## config.mk

```make
export PLATFORM = sky130hd
export DESIGN_NAME = stopwatch_ctrl_flat
export DESIGN_NICKNAME = d
export VERILOG_FILES = /design/src/rtl/stopwatch_ctrl_if.sv /design/src/rtl/stopwatch_ctrl.sv /design/src/flat_wrapper.sv
export SDC_FILE = /design/constraint.sdc
export NUM_CORES = 1
export LEC_CHECK = 0
export CAP_MARGIN = 5
export CORE_MARGIN = 2
export CORE_UTILIZATION = 26
export DETAILED_ROUTE_END_ITERATION = 10
export GPL_TIMING_DRIVEN = 1
export PLACE_DENSITY = 0.45
export SLEW_MARGIN = 20
export SYNTH_ARGS = -nofsm -noshare
export SYNTH_HDL_FRONTEND = slang
export SYNTH_SLANG_ARGS = --single-unit
```

## constraint.sdc

```tcl
create_clock -name clk -period 3.9 [get_ports clk]
set_input_delay 0.975 -clock clk [delete_from_list [all_inputs] [get_ports clk]]
set_output_delay 0.975 -clock clk [all_outputs]
set_load 0.1 [all_outputs]
```

## src/rtl/stopwatch_ctrl_if.sv

```systemverilog
// Button inputs and control outputs shared between the stopwatch sequencer
// and the BCD counter / display logic.
interface stopwatch_ctrl_if;
  logic       btn_ss_n;
  logic       btn_lap_n;
  logic       btn_clr_n;
  logic       run;
  logic       count_tick;
  logic       clear;
  logic       lap_hold;
  logic       lap_strobe;
  logic [1:0] state;

  modport master (
    output btn_ss_n, btn_lap_n, btn_clr_n,
    input  run, count_tick, clear, lap_hold, lap_strobe, state
  );

  modport slave (
    input  btn_ss_n, btn_lap_n, btn_clr_n,
    output run, count_tick, clear, lap_hold, lap_strobe, state
  );
endinterface

```

## src/rtl/stopwatch_ctrl.sv

```systemverilog
// Stopwatch sequencer: debounced buttons, idle/run/pause/lap FSM, gated count
// tick, counter clear and display lap-freeze controls.
module stopwatch_debounce #(
  parameter int DEBOUNCE_CYCLES = 120000,
  parameter int CNT_W           = 19
) (
  input  logic clk,
  input  logic reset,
  input  logic btn_n,
  output logic press
);
  logic             s1, s2, deb;
  logic [CNT_W-1:0] cnt;

  always_ff @(posedge clk) begin
    if (reset) begin
      s1    <= 1'b1;
      s2    <= 1'b1;
      deb   <= 1'b1;
      cnt   <= '0;
      press <= 1'b0;
    end else begin
      s1    <= btn_n;
      s2    <= s1;
      press <= 1'b0;
      if (s2 != deb) begin
        // the Nth consecutive differing sample accepts the new level
        if (cnt == CNT_W'(DEBOUNCE_CYCLES - 1)) begin
          deb   <= s2;
          cnt   <= '0;
          press <= ~s2;
        end else begin
          cnt <= cnt + 1'b1;
        end
      end else begin
        cnt <= '0;
      end
    end
  end
endmodule

module stopwatch_ctrl #(
  parameter int TICK_DIV        = 120000,
  parameter int DEBOUNCE_CYCLES = 120000,
  parameter int CNT_W           = 19
) (
  input  logic clk,
  input  logic reset,
  stopwatch_ctrl_if.slave sw
);
  localparam int NUM_BTN = 3;
  localparam logic [1:0] IDLE  = 2'd0;
  localparam logic [1:0] RUN   = 2'd1;
  localparam logic [1:0] PAUSE = 2'd2;
  localparam logic [1:0] LAP   = 2'd3;

  logic [NUM_BTN-1:0] btn_n, press;
  logic               ev_ss, ev_lap, ev_clr;
  logic [1:0]         state, st_nxt;
  logic               run, run_nxt, lap_hold, lap_strobe, clear, count_tick;
  logic               clr_take, strobe_nxt, presc_zero;
  logic [CNT_W-1:0]   presc;

  assign btn_n = {sw.btn_clr_n, sw.btn_lap_n, sw.btn_ss_n};

  for (genvar g = 0; g < NUM_BTN; g++) begin : g_btn
    stopwatch_debounce #(
      .DEBOUNCE_CYCLES(DEBOUNCE_CYCLES),
      .CNT_W          (CNT_W)
    ) u_db (
      .clk  (clk),
      .reset(reset),
      .btn_n(btn_n[g]),
      .press(press[g])
    );
  end

  // same-cycle events resolve ss > lap > clr; losers are dropped
  assign ev_ss  = press[0];
  assign ev_lap = press[1] & ~press[0];
  assign ev_clr = press[2] & ~press[1] & ~press[0];

  always_comb begin
    st_nxt     = state;
    clr_take   = 1'b0;
    strobe_nxt = 1'b0;
    presc_zero = 1'b0;
    case (state)
      IDLE: begin
        if (ev_ss) begin
          st_nxt     = RUN;
          presc_zero = 1'b1;
        end else if (ev_clr) begin
          clr_take = 1'b1;
        end
      end
      RUN: begin
        if (ev_ss) begin
          st_nxt = PAUSE;
        end else if (ev_lap) begin
          st_nxt     = LAP;
          strobe_nxt = 1'b1;
        end
      end
      LAP: begin
        if (ev_ss)       st_nxt = PAUSE;
        else if (ev_lap) st_nxt = RUN;
      end
      PAUSE: begin
        if (ev_ss) begin
          st_nxt = RUN;
        end else if (ev_clr) begin
          st_nxt     = IDLE;
          clr_take   = 1'b1;
          presc_zero = 1'b1;
        end
      end
      default: st_nxt = IDLE;
    endcase
  end

  assign run_nxt = (st_nxt == RUN) || (st_nxt == LAP);

  always_ff @(posedge clk) begin
    if (reset) begin
      state      <= IDLE;
      run        <= 1'b0;
      lap_hold   <= 1'b0;
      lap_strobe <= 1'b0;
      clear      <= 1'b0;
      count_tick <= 1'b0;
      presc      <= '0;
    end else begin
      state      <= st_nxt;
      run        <= run_nxt;
      lap_hold   <= (st_nxt == LAP);
      lap_strobe <= strobe_nxt;
      clear      <= clr_take;
      count_tick <= 1'b0;
      // only advance when running on both sides of the edge, so a tick can
      // never land in the first cycle of PAUSE and the phase is kept intact
      if (presc_zero) begin
        presc <= '0;
      end else if (run && run_nxt) begin
        if (presc == CNT_W'(TICK_DIV - 1)) begin
          presc      <= '0;
          count_tick <= 1'b1;
        end else begin
          presc <= presc + 1'b1;
        end
      end
    end
  end

  assign sw.state      = state;
  assign sw.run        = run;
  assign sw.lap_hold   = lap_hold;
  assign sw.lap_strobe = lap_strobe;
  assign sw.clear      = clear;
  assign sw.count_tick = count_tick;
endmodule

```

## src/flat_wrapper.sv

```systemverilog
// flat-port wrapper written by rule: the top's interface ports become plain ports
module stopwatch_ctrl_flat 
#(
  parameter int TICK_DIV        = 120000,
  parameter int DEBOUNCE_CYCLES = 120000,
  parameter int CNT_W           = 19
)
  (clk, reset, sw_btn_ss_n, sw_btn_lap_n, sw_btn_clr_n, sw_run, sw_count_tick, sw_clear, sw_lap_hold, sw_lap_strobe, sw_state);
  stopwatch_ctrl_if sw_i ();
  input  logic clk;
  input  logic reset;
  input wire logic [$bits(sw_i.btn_ss_n)-1:0] sw_btn_ss_n;
  input wire logic [$bits(sw_i.btn_lap_n)-1:0] sw_btn_lap_n;
  input wire logic [$bits(sw_i.btn_clr_n)-1:0] sw_btn_clr_n;
  output wire logic [$bits(sw_i.run)-1:0] sw_run;
  output wire logic [$bits(sw_i.count_tick)-1:0] sw_count_tick;
  output wire logic [$bits(sw_i.clear)-1:0] sw_clear;
  output wire logic [$bits(sw_i.lap_hold)-1:0] sw_lap_hold;
  output wire logic [$bits(sw_i.lap_strobe)-1:0] sw_lap_strobe;
  output wire logic [$bits(sw_i.state)-1:0] sw_state;
  assign sw_i.btn_ss_n = sw_btn_ss_n;
  assign sw_i.btn_lap_n = sw_btn_lap_n;
  assign sw_i.btn_clr_n = sw_btn_clr_n;
  assign sw_run = sw_i.run;
  assign sw_count_tick = sw_i.count_tick;
  assign sw_clear = sw_i.clear;
  assign sw_lap_hold = sw_i.lap_hold;
  assign sw_lap_strobe = sw_i.lap_strobe;
  assign sw_state = sw_i.state;
  stopwatch_ctrl #(.TICK_DIV(TICK_DIV), .DEBOUNCE_CYCLES(DEBOUNCE_CYCLES), .CNT_W(CNT_W)) u_core (.clk(clk), .reset(reset), .sw(sw_i));
endmodule
```

* Word-level counts from Yosys, hierarchy flattened
Index checks and enable logic that the tools add are counted.
** Word-level totals
- Bits in registers :: 95
- Word-level logic and storage cells :: 87
- Output and inout bits :: 7
** Cells by class
- Reduce and logical (&&, ||, !) cells :: 17
- Add/subtract/negate cells :: 4
- Muxes and demuxes :: 15
- Bitwise operators :: 17
- Equal/unequal tests :: 12
** Operators with widths (number)
- adder 19 x 1 -> 19 bit (second input constant) :: 4
- == test 19 x 17 -> 1 bit (second input constant) :: 4
- OR reduction 3 bit :: 8
- 2-to-1 mux 19 bit :: 1
- 2-to-1 mux 2 bit :: 7
- NOT 1 bit :: 14
- case mux 2 bit (4 select lines) :: 1
- == test 2 bit (second input constant) :: 3
- AND reduction 2 bit :: 3
- OR reduction 2 bit :: 3
- 2-to-1 mux 1 bit :: 5
- == test 2 x 1 -> 1 bit (second input constant) :: 2
- bitwise AND 1 bit :: 3
- inequality test 1 bit :: 3
- zero test 2 bit :: 1
- case mux 1 bit (2 select lines) :: 1
- logical AND 1 bit :: 1
- logical OR 1 bit :: 1

* Longest topological paths before layout
Gate-level depths: netlist of run 1.
- Depth in word-level cells :: 11
- Mapped depth :: 7

* Modules after synthesis
Synthesis of run 1 repeated with hierarchy kept, for this count alone.
** Unflattened totals
- Cells, all modules :: 490
- Area, all modules :: 4443.0 sq um
** Modules (own cells, without submodules)
- stopwatch_debounce at u_core.g_btn[0].u_db ... :: cells each 116, seq. area each 460.4 sq um, area an instance 1019.7 sq um, instances 2
- stopwatch_ctrl :: cells each 147, seq. area each 520.5 sq um, area an instance 1368.8 sq um, instances 1
- stopwatch_debounce at u_core.g_btn[2].u_db :: cells each 111, seq. area each 460.4 sq um, area an instance 1034.7 sq um, instances 1

* Worst setup path before layout of run 1
OpenSTA, ideal clock, no wires.
- Kind :: reg-to-reg
- Start point :: register u_core.run, in the netlist u_core.sw.run
- End point :: register u_core.presc[18]
- Required time :: 3.833 ns
- Path slack :: 1.314 ns
- Cell stages (with the launch flop) :: 7
- Setup time :: 0.067 ns
- Arrival time :: 2.519 ns
- Clock period less this slack :: 2.586 ns
- Cell sequence :: dfxtp_1 -> buf_4 -> nand3b_4 -> or3_1 -> buf_2 -> or4_4 -> a21oi_2
** On the way
- Longest elaborated chain between the ends :: 1
** Ends and longest elaborated chain
- start, declared :: RTL line stopwatch_ctrl.sv:60 : logic run, run_nxt, lap_hold, lap_strobe, clear, count_tick;
- start signal, assigned :: RTL line stopwatch_ctrl.sv:135 : run <= run_nxt;
- logical AND 1 bit :: RTL line stopwatch_ctrl.sv:144 : end else if (run && run_nxt) begin
- end signal, assigned :: RTL line stopwatch_ctrl.sv:149 : presc <= presc + 1'b1;
- end, declared :: RTL line stopwatch_ctrl.sv:62 : logic [CNT_W-1:0] presc;
No other way between the ends.
A chain may end at the register's enable or synchronous reset.

* Final worst setup path of run 1
- Start point :: register u_core.lap_hold, in the netlist u_core.sw.lap_hold
- End point :: output sw_lap_hold
** RTL lines
- start, declared :: RTL line stopwatch_ctrl.sv:60
- start signal, assigned :: RTL line stopwatch_ctrl.sv:136 : lap_hold <= (st_nxt == LAP);
- end, declared :: RTL line flat_wrapper.sv:18 : output wire logic [$bits(sw_i.lap_hold)-1:0] sw_lap_hold;
No word-level cell between the ends.

==> reports/metrics.yaml, run 1 <==
routing:
  routed_wl_um: 8180
  firstDrtPassIters: 5
  ant_nets: 0
  routed_via_density: 4.61
  drtIter0Drc: 161
  drc: 0
  avgRoutedWirePerCell_um: 11.7
  vias: 3220
worst_setup_path:
  worst-path-max-fanout: 1
  timing.rr.start: "u_core.sw.run$_SDFF_PP0_"
  slowest_delay_ns: 1.13
  crit_chain: "clkdlybuf4s50_1"
  cp-start-kind: "register"
  cp.buffers_inverters: 1
  ff2ff_path_depth: 4
  slowest_stage: "clkdlybuf4s50_1"
  rrSetupSlack_ns: 1.66
  critPathTopFamily: "buffers and inverters"
  reg2reg_to: "u_core.presc[7]$_SDFFE_PP0P_"
  end_kind: "output pin"
  required_ns: 2.92
  worstPathArrival_ns: 1.78
  crit_type: "register to output pin"
grt:
  grt_overflow: 0
  grt_pass1_vias: 3044
  grt_max_degree: 20
  antenna_found_initial: 0
  use_met2_pct: 16.1
  grt_use_total_pct: 10.6
  grt_use_met3_pct: 2.17
  grt_pass1_wl_um: 14400
  grt_use_met1_pct: 14.1
  busiest_layer: "met2"
synthesis:
  yosysWarnings: 0
  synthAdderAreaFrac_pct: 1.21
  synth_top_family_by_area: "simple AND/OR/NAND/NOR gates"
  synth_xor_area_share_pct: 12.0
  ys_ff_latch: 94
  synthArstFlopShare_pct: 0
  synth_nets: 476
  syn-instance-count: 467
  yosysUniqueCellTypes: 40
  synth_top_area_share_pct: 45.3
  syn_area_mm2: 0.00415
  synth-edff-count: 0
  ys_seq_area_share_pct: 45.3
  synth.area.top_cells: "dfxtp_1 45%, xnor2_1 9.1%, nor2_1 6.3%"
  syn-mean-instance-area_um2: 8.89
  synth_compound_gate_area_share_pct: 7.21
  synthSimpleGateAreaFrac_pct: 31.2
  ys.flop_type: "dfxtp_1"
  synthMuxAreaShare_pct: 0
  yosysTopAreaCell: "dfxtp_1"
clock_tree:
  ctsResizeCount: 0
  cts_buffers: 9
  htree_levels: 3
  clk_path_buf_depth: 2
  clkLatencyLatePin_ns: 0.35
  clk_pin_slew_worst_paths_ns: 0.07
  clock-sinks: 94
  ctsHoldBuffers: 0
  cts-root-buf: "clkbuf_16"
  post_cts_buffers: 0
  cts_tree: "built"
floorplanning:
  dieArea_mm2: 0.0170
  die_h_um: 130
  design.core.area_mm2: 0.0158
  ios: 12
  rows: 46
  initial_utilization_pct: 26.3
  die_w_um: 130
power_and_ir_drop:
  leakagePower_nw: 1.38
  seqPwrFrac_pct: 52.1
  intPower_mw: 1.46
  p_clk_share_pct: 46.7
  power.net_switching_mw: 0.395
  swShare_pct: 21.3
  power_density_mw_per_mm2: 389
  ir_drop_v: 0.000219
  comb_power_share_pct: 1.2
layout:
  regArea_mm2: 0.00188
  area_growth_pct: 14.8
  diodes: 0
  drive_gt1_share_pct: 8.49
  multi_input_area_mm2: 0.00214
  fill_cells: 1702
  nets: 487
  postLayoutCoreUtil_pct: 30.2
sta:
  setup_viol: 0
  rsz0062_at_grt: "false"
  max_freq_mhz: 362
  slew_violations: 0
  finalHoldViolations: 0
  worst_pin_slew_ns: 0.972
  fin_skew_ns: 0.00833
  finalCritPeriodShare_pct: 70.8
  relSlewSlack_pct: 35.0
  period_needed_ns: 2.76
  fin_setup_tns_ns: 0
worst_hold_path:
  hold_path_end: "u_core.g_btn[1].u_db.s2$_SDFF_PP1_"
  whs_path_depth: 1
  hp-class: "register to register"
  hp-start: "u_core.g_btn[1].u_db.s1$_SDFF_PP1_"
place:
  hpwl_um: 5630
  routabilityCongestion: 0.758
  portBuffers: 11
outcome:
  status: "completed"
flow_run:
  drv_cap: 0
## cells by family (layout without fill, tap and decap cells)
| group | Yosys count | in the layout |
|---|---|---|
| buffers and inverters | 28 | 44 |
| DFF | 94 | 94 |
| adders and majority gates | 4 | 4 |
| and+or+nand+nor | 239 | 239 |
| xor gates and xnor gates | 57 | 57 |
| AOI/OAI and AO/OA | 45 | 45 |
## worst max path at each step
stage                                        from                                 endpoint  slack (ns)  cells past startpoint
global placement                            reset  u_core.g_btn[0].u_db.cnt[12]$_SDFF_PP0_        1.46                      5
finish              u_core.sw.lap_hold$_SDFF_PP0_                              sw_lap_hold        1.14                      1
detailed placement                          reset  u_core.g_btn[2].u_db.cnt[11]$_SDFF_PP0_        1.42                      4
CTS                 u_core.sw.lap_hold$_SDFF_PP0_                              sw_lap_hold        1.11                      1
floorplan                u_core.sw.run$_SDFF_PP0_            u_core.presc[18]$_SDFFE_PP0P_        1.31                      6
global route           u_core.sw.clear$_SDFF_PP0_                                 sw_clear        1.09                      1
## cells in the mapped netlist, drive strengths merged (3+ instances only)
cell type   n
nor2b       4
nor3       15
o21ai       7
or2        10
and3        7
a211o       3
nand2      26
buf         9
nor4       15
nor2       70
dfxtp      94
ha          4
o31ai       9
nand4      20
nand3      31
and4        5
or3         8
nor4bb      3
a21oi      20
nor4b       7
inv        15
clkbuf      4
xor2       14
xnor2      43
or4        12
## registers in the layout, summed over array words and instances, names as in the netlist
signal and flops:
u_core.g_btn.u_db.deb 3, u_core.g_btn.u_db.cnt 57, u_core.sw.lap_hold 1, u_core.sw.state 1, u_core.g_btn.u_db.s2 3, u_core.sw.clear 1
u_core.sw.count_tick 1, u_core.sw.run 1, u_core.g_btn.u_db.press 3, u_core.sw.lap_strobe 1, u_core.g_btn.u_db.s1 3, u_core.presc 19
## cells in the final DEF (no fill, tap or decap), drive strengths merged, types with 2 or more instances in the layout
| cell type | n |
|---|---|
| and4 | 5 |
| nor2b | 4 |
| xor2 | 14 |
| nor2 | 70 |
| or4 | 12 |
| clkdlybuf4s50 | 8 |
| nor3 | 15 |
| nand3b | 2 |
| nand2 | 26 |
| and3 | 7 |
| xnor2 | 43 |
| clkbuf | 12 |
| buf | 5 |
| nand4 | 20 |
| clkinvlp | 2 |
| inv | 16 |
| or2b | 2 |
| a21oi | 20 |
| nor4b | 7 |
| dfxtp | 94 |
| or2 | 10 |
| nor4bb | 3 |
| a211o | 3 |
| o31ai | 9 |
| nand3 | 31 |
| or3 | 8 |
| ha | 4 |
| o21ai | 7 |
| nor4 | 15 |
| a31o | 2 |
## area by class of cell
class / instances / share of cell area [%]
Inverter: 15 / 1.18
Multi-Input combinational cell: 345 / 45.0
Tap cell: 216 / 5.67
Timing Repair Buffer: 13 / 2.47
Sequential cell: 94 / 39.5
Clock inverter: 4 / 0.604
Clock buffer: 12 / 5.59
## power groups by stage
stage / clock network, mW / logic (mW) / registers (mW)
global route: 0.930 / 0.0256 / 0.965
floorplan: 0 / 0.0153 / 0.987
finish: 0.864 / 0.0227 / 0.966
global placement: 0 / 0.0230 / 0.987
CTS: 0.898 / 0.0232 / 0.965
detailed placement: 0 / 0.0231 / 0.988
## stage by stage
step / cell area [um2] / hold slack (ns) / setup slack, ns / total power, mW / cells
after floorplan: 4150 / 0.389 / 1.31 / 1.00 / 467
after global placement: 4470 / 0.392 / 1.46 / 1.01 / 683
after detailed placement: 4470 / 0.395 / 1.42 / 1.01 / 683
after CTS: 4770 / 0.411 / 1.11 / 1.89 / 699
after global routing: 4770 / 0.429 / 1.09 / 1.92 / 699
final: 4770 / 0.409 / 1.14 / 1.85 / 699
## layer usage
| metal | wire, um | share of wire, % |
|---|---|---|
| met5 | 0 | 0 |
| met3 | 238 | 2.9 |
| met1 | 4200 | 51 |
| met4 | 210 | 2.6 |
| met2 | 3530 | 43 |
(Power assumes the default switching activity.)
==> run 2, diff against run 1 <==
--- a/config.mk
+++ b/config.mk
@@ -10,7 +10,7 @@
 export CORE_UTILIZATION = 26
 export DETAILED_ROUTE_END_ITERATION = 10
 export GPL_TIMING_DRIVEN = 1
-export PLACE_DENSITY = 0.45
+export PLACE_DENSITY = 0.47
 export SLEW_MARGIN = 20
 export SYNTH_ARGS = -nofsm -noshare
 export SYNTH_HDL_FRONTEND = slang
==> constraint.sdc (replaced) <==
create_clock -name clk -period 2.23 [get_ports clk]
set_input_delay 0.5575 -clock clk [delete_from_list [all_inputs] [get_ports clk]]
set_output_delay 0.5575 -clock clk [all_outputs]
set_load 0.1 [all_outputs]
==> run 2 against run 1 <==
Compared with the run above: clock skew is 0.0015 ns lower; sequential power up 75%; die area did not move; count of clock-buffer cells in the layout increased by 2; routed wire length increased by 0.75%; combinational power increased by 97%; via count is 2.7% higher; worst hold slack improved by 0.0021 ns; first-iteration DRC count fell by 3.7%; register-to-register slack worse by 1.5 ns; flip-flop and latch count did not move; critical path type is now register to register; critical endpoint is now u_core.presc[18]$_SDFFE_PP0P_.
==> reports/metrics.yaml, run 2 (synthesized netlist as in run 1, its figures left out) <==
outcome:
  status: "completed"
clock_tree:
  post_cts_buffers: 0
  clk_path_buf_depth: 2
  clock-sinks: 94
  clkLatencyLatePin_ns: 0.34
  htree_levels: 3
  ctsHoldBuffers: 0
  cts_buffers: 9
  ctsResizeCount: 0
  cts_tree: "built"
  clk_pin_slew_worst_paths_ns: 0.06
  cts-root-buf: "clkbuf_16"
power_and_ir_drop:
  power_density_mw_per_mm2: 664
  leakagePower_nw: 1.43
  total_power_mw: 3.19
  ir_drop_v: 0.000387
worst_setup_path:
  required_ns: 2.51
  end_kind: "register"
  slowest_stage: "or4_4"
  slowest_delay_ns: 0.55
  crit_type: "register to register"
  worst-path-max-fanout: 7
  cp-start-kind: "register"
  worstPathArrival_ns: 2.32
  crit_chain: "ha_1 > nand3_1 > or3_1 > or4_4 > a21oi_2"
floorplanning:
  die_w_um: 130
  dieArea_mm2: 0.0170
  ios: 12
  initial_utilization_pct: 26.3
  rows: 46
  die_h_um: 130
  design.core.area_mm2: 0.0158
routing:
  routed_wl_um: 8240
  routed_via_density: 4.68
  drc: 0
  vias: 3307
  avgRoutedWirePerCell_um: 11.7
  drtIter0Drc: 155
  ant_nets: 0
  firstDrtPassIters: 4
grt:
  grt_pass1_wl_um: 14500
  grt_use_total_pct: 10.8
  grt_overflow: 0
  grt_max_degree: 20
  grt_pass1_vias: 3207
  antenna_found_initial: 0
sta:
  setup_viol: 0
  finalCritPeriodShare_pct: 91.4
  fin_setup_tns_ns: 0
  fin_skew_ns: 0.00683
  finalHoldViolations: 0
  slew_violations: 0
  period_needed_ns: 2.04
  rsz0062_at_grt: "false"
  relSlewSlack_pct: 61.0
  max_freq_mhz: 490
  worst_pin_slew_ns: 0.578
  hold-worst-slack_ns: 0.411
layout:
  diodes: 0
  area_growth_pct: 15.7
  largest_reg_flops: 57
  top_register: "u_core.g_btn.u_db.cnt"
  nets: 495
  mostFrequentLayoutCell: "dfxtp_1"
  postLayoutCoreUtil_pct: 30.5
  final_cell_mix: "93 x dfxtp_1, 70 x nor2_1, 43 x xnor2_1, 31 x nand3_1, 26 x nand2_1"
  reg_top3: "u_core.g_btn.u_db.cnt x57, u_core.presc x19"
  drive_gt1_share_pct: 10.4
  fin_cells: 706
  fill_cells: 1702
place:
  routabilityCongestion: 0.780
  hpwl_um: 5820
  place_inst: 691
  portBuffers: 11
worst_hold_path:
  hp-class: "register to register"
flow_run:
  drv_cap: 0
==> run 2: changes by cell type in the layout (fill, tap and decap cells not counted) <==
cell             before  now
dfxtp_1              94   93
dfxtp_4               0    1
inv_6                 1    0
clkinvlp_4            2    0
clkdlybuf4s50_1       8    4
buf_4                 5   17
clkbuf_1              0    2
==> run 2: final timing paths <==
kind                                                    startpoint                                 end  slack [ns]  depth (start not counted)
worst min-delay path            u_core.g_btn[2].u_db.s1$_SDFF_PP1_  u_core.g_btn[2].u_db.s2$_SDFF_PP1_        0.41                          1
worst max-delay path                  u_core.presc[0]$_SDFFE_PP0P_       u_core.presc[18]$_SDFFE_PP0P_        0.19                          5
worst max register to register        u_core.presc[0]$_SDFFE_PP0P_       u_core.presc[18]$_SDFFE_PP0P_        0.19                          5
worst min register to register  u_core.g_btn[2].u_db.s1$_SDFF_PP1_  u_core.g_btn[2].u_db.s2$_SDFF_PP1_        0.41                          1
==> run 2: area by class of cell <==
class                           count  area [um2]  area share (%)
Multi-Input combinational cell    345        2140            44.6
Tap cell                          216         270            5.63
Timing Repair Buffer               21         168            3.49
Inverter                           15        56.3            1.17
Sequential cell                    94        1890            39.3
Clock inverter                      1        5.00           0.104
Clock buffer                       14         274            5.70
==> run 2: worst max-delay path, delay by kind of cell, from the launching register on <==
family	cells	cell delay, ns
AOI/OAI and AO/OA	1	0.14
adders and majority gates	1	0.22
and+or+nand+nor	3	1.23
DFF	1	0.39
==> run 2: through the flow <==
stage	worst slack [ns]	area, um2
2_1_floorplan	0.152	4150
3_3_place_gp	0.281	4520
3_5_place_dp	0.188	4520
4_1_cts	0.197	4800
5_1_grt	0.0919	4800
6_report	0.191	4800
==> run 2: where the power goes <==
group / internal [mW] / switching, mW
Combinational: 0.0203 / 0.0244
Sequential: 1.68 / 0.00433
Clock: 0.840 / 0.614
Total: 2.54 / 0.643
==> run 2: metal layers <==
layer	part of all wire (%)	routed length, um	vias to the layer above	GRT usage (%)
met1	50	4160	1560	14.0
met3	2.8	233	14	2.13
met4	2.6	216	0	6.07
met5	0	0	-	0
met2	44	3630	39	16.7
li1	-	-	1694	-
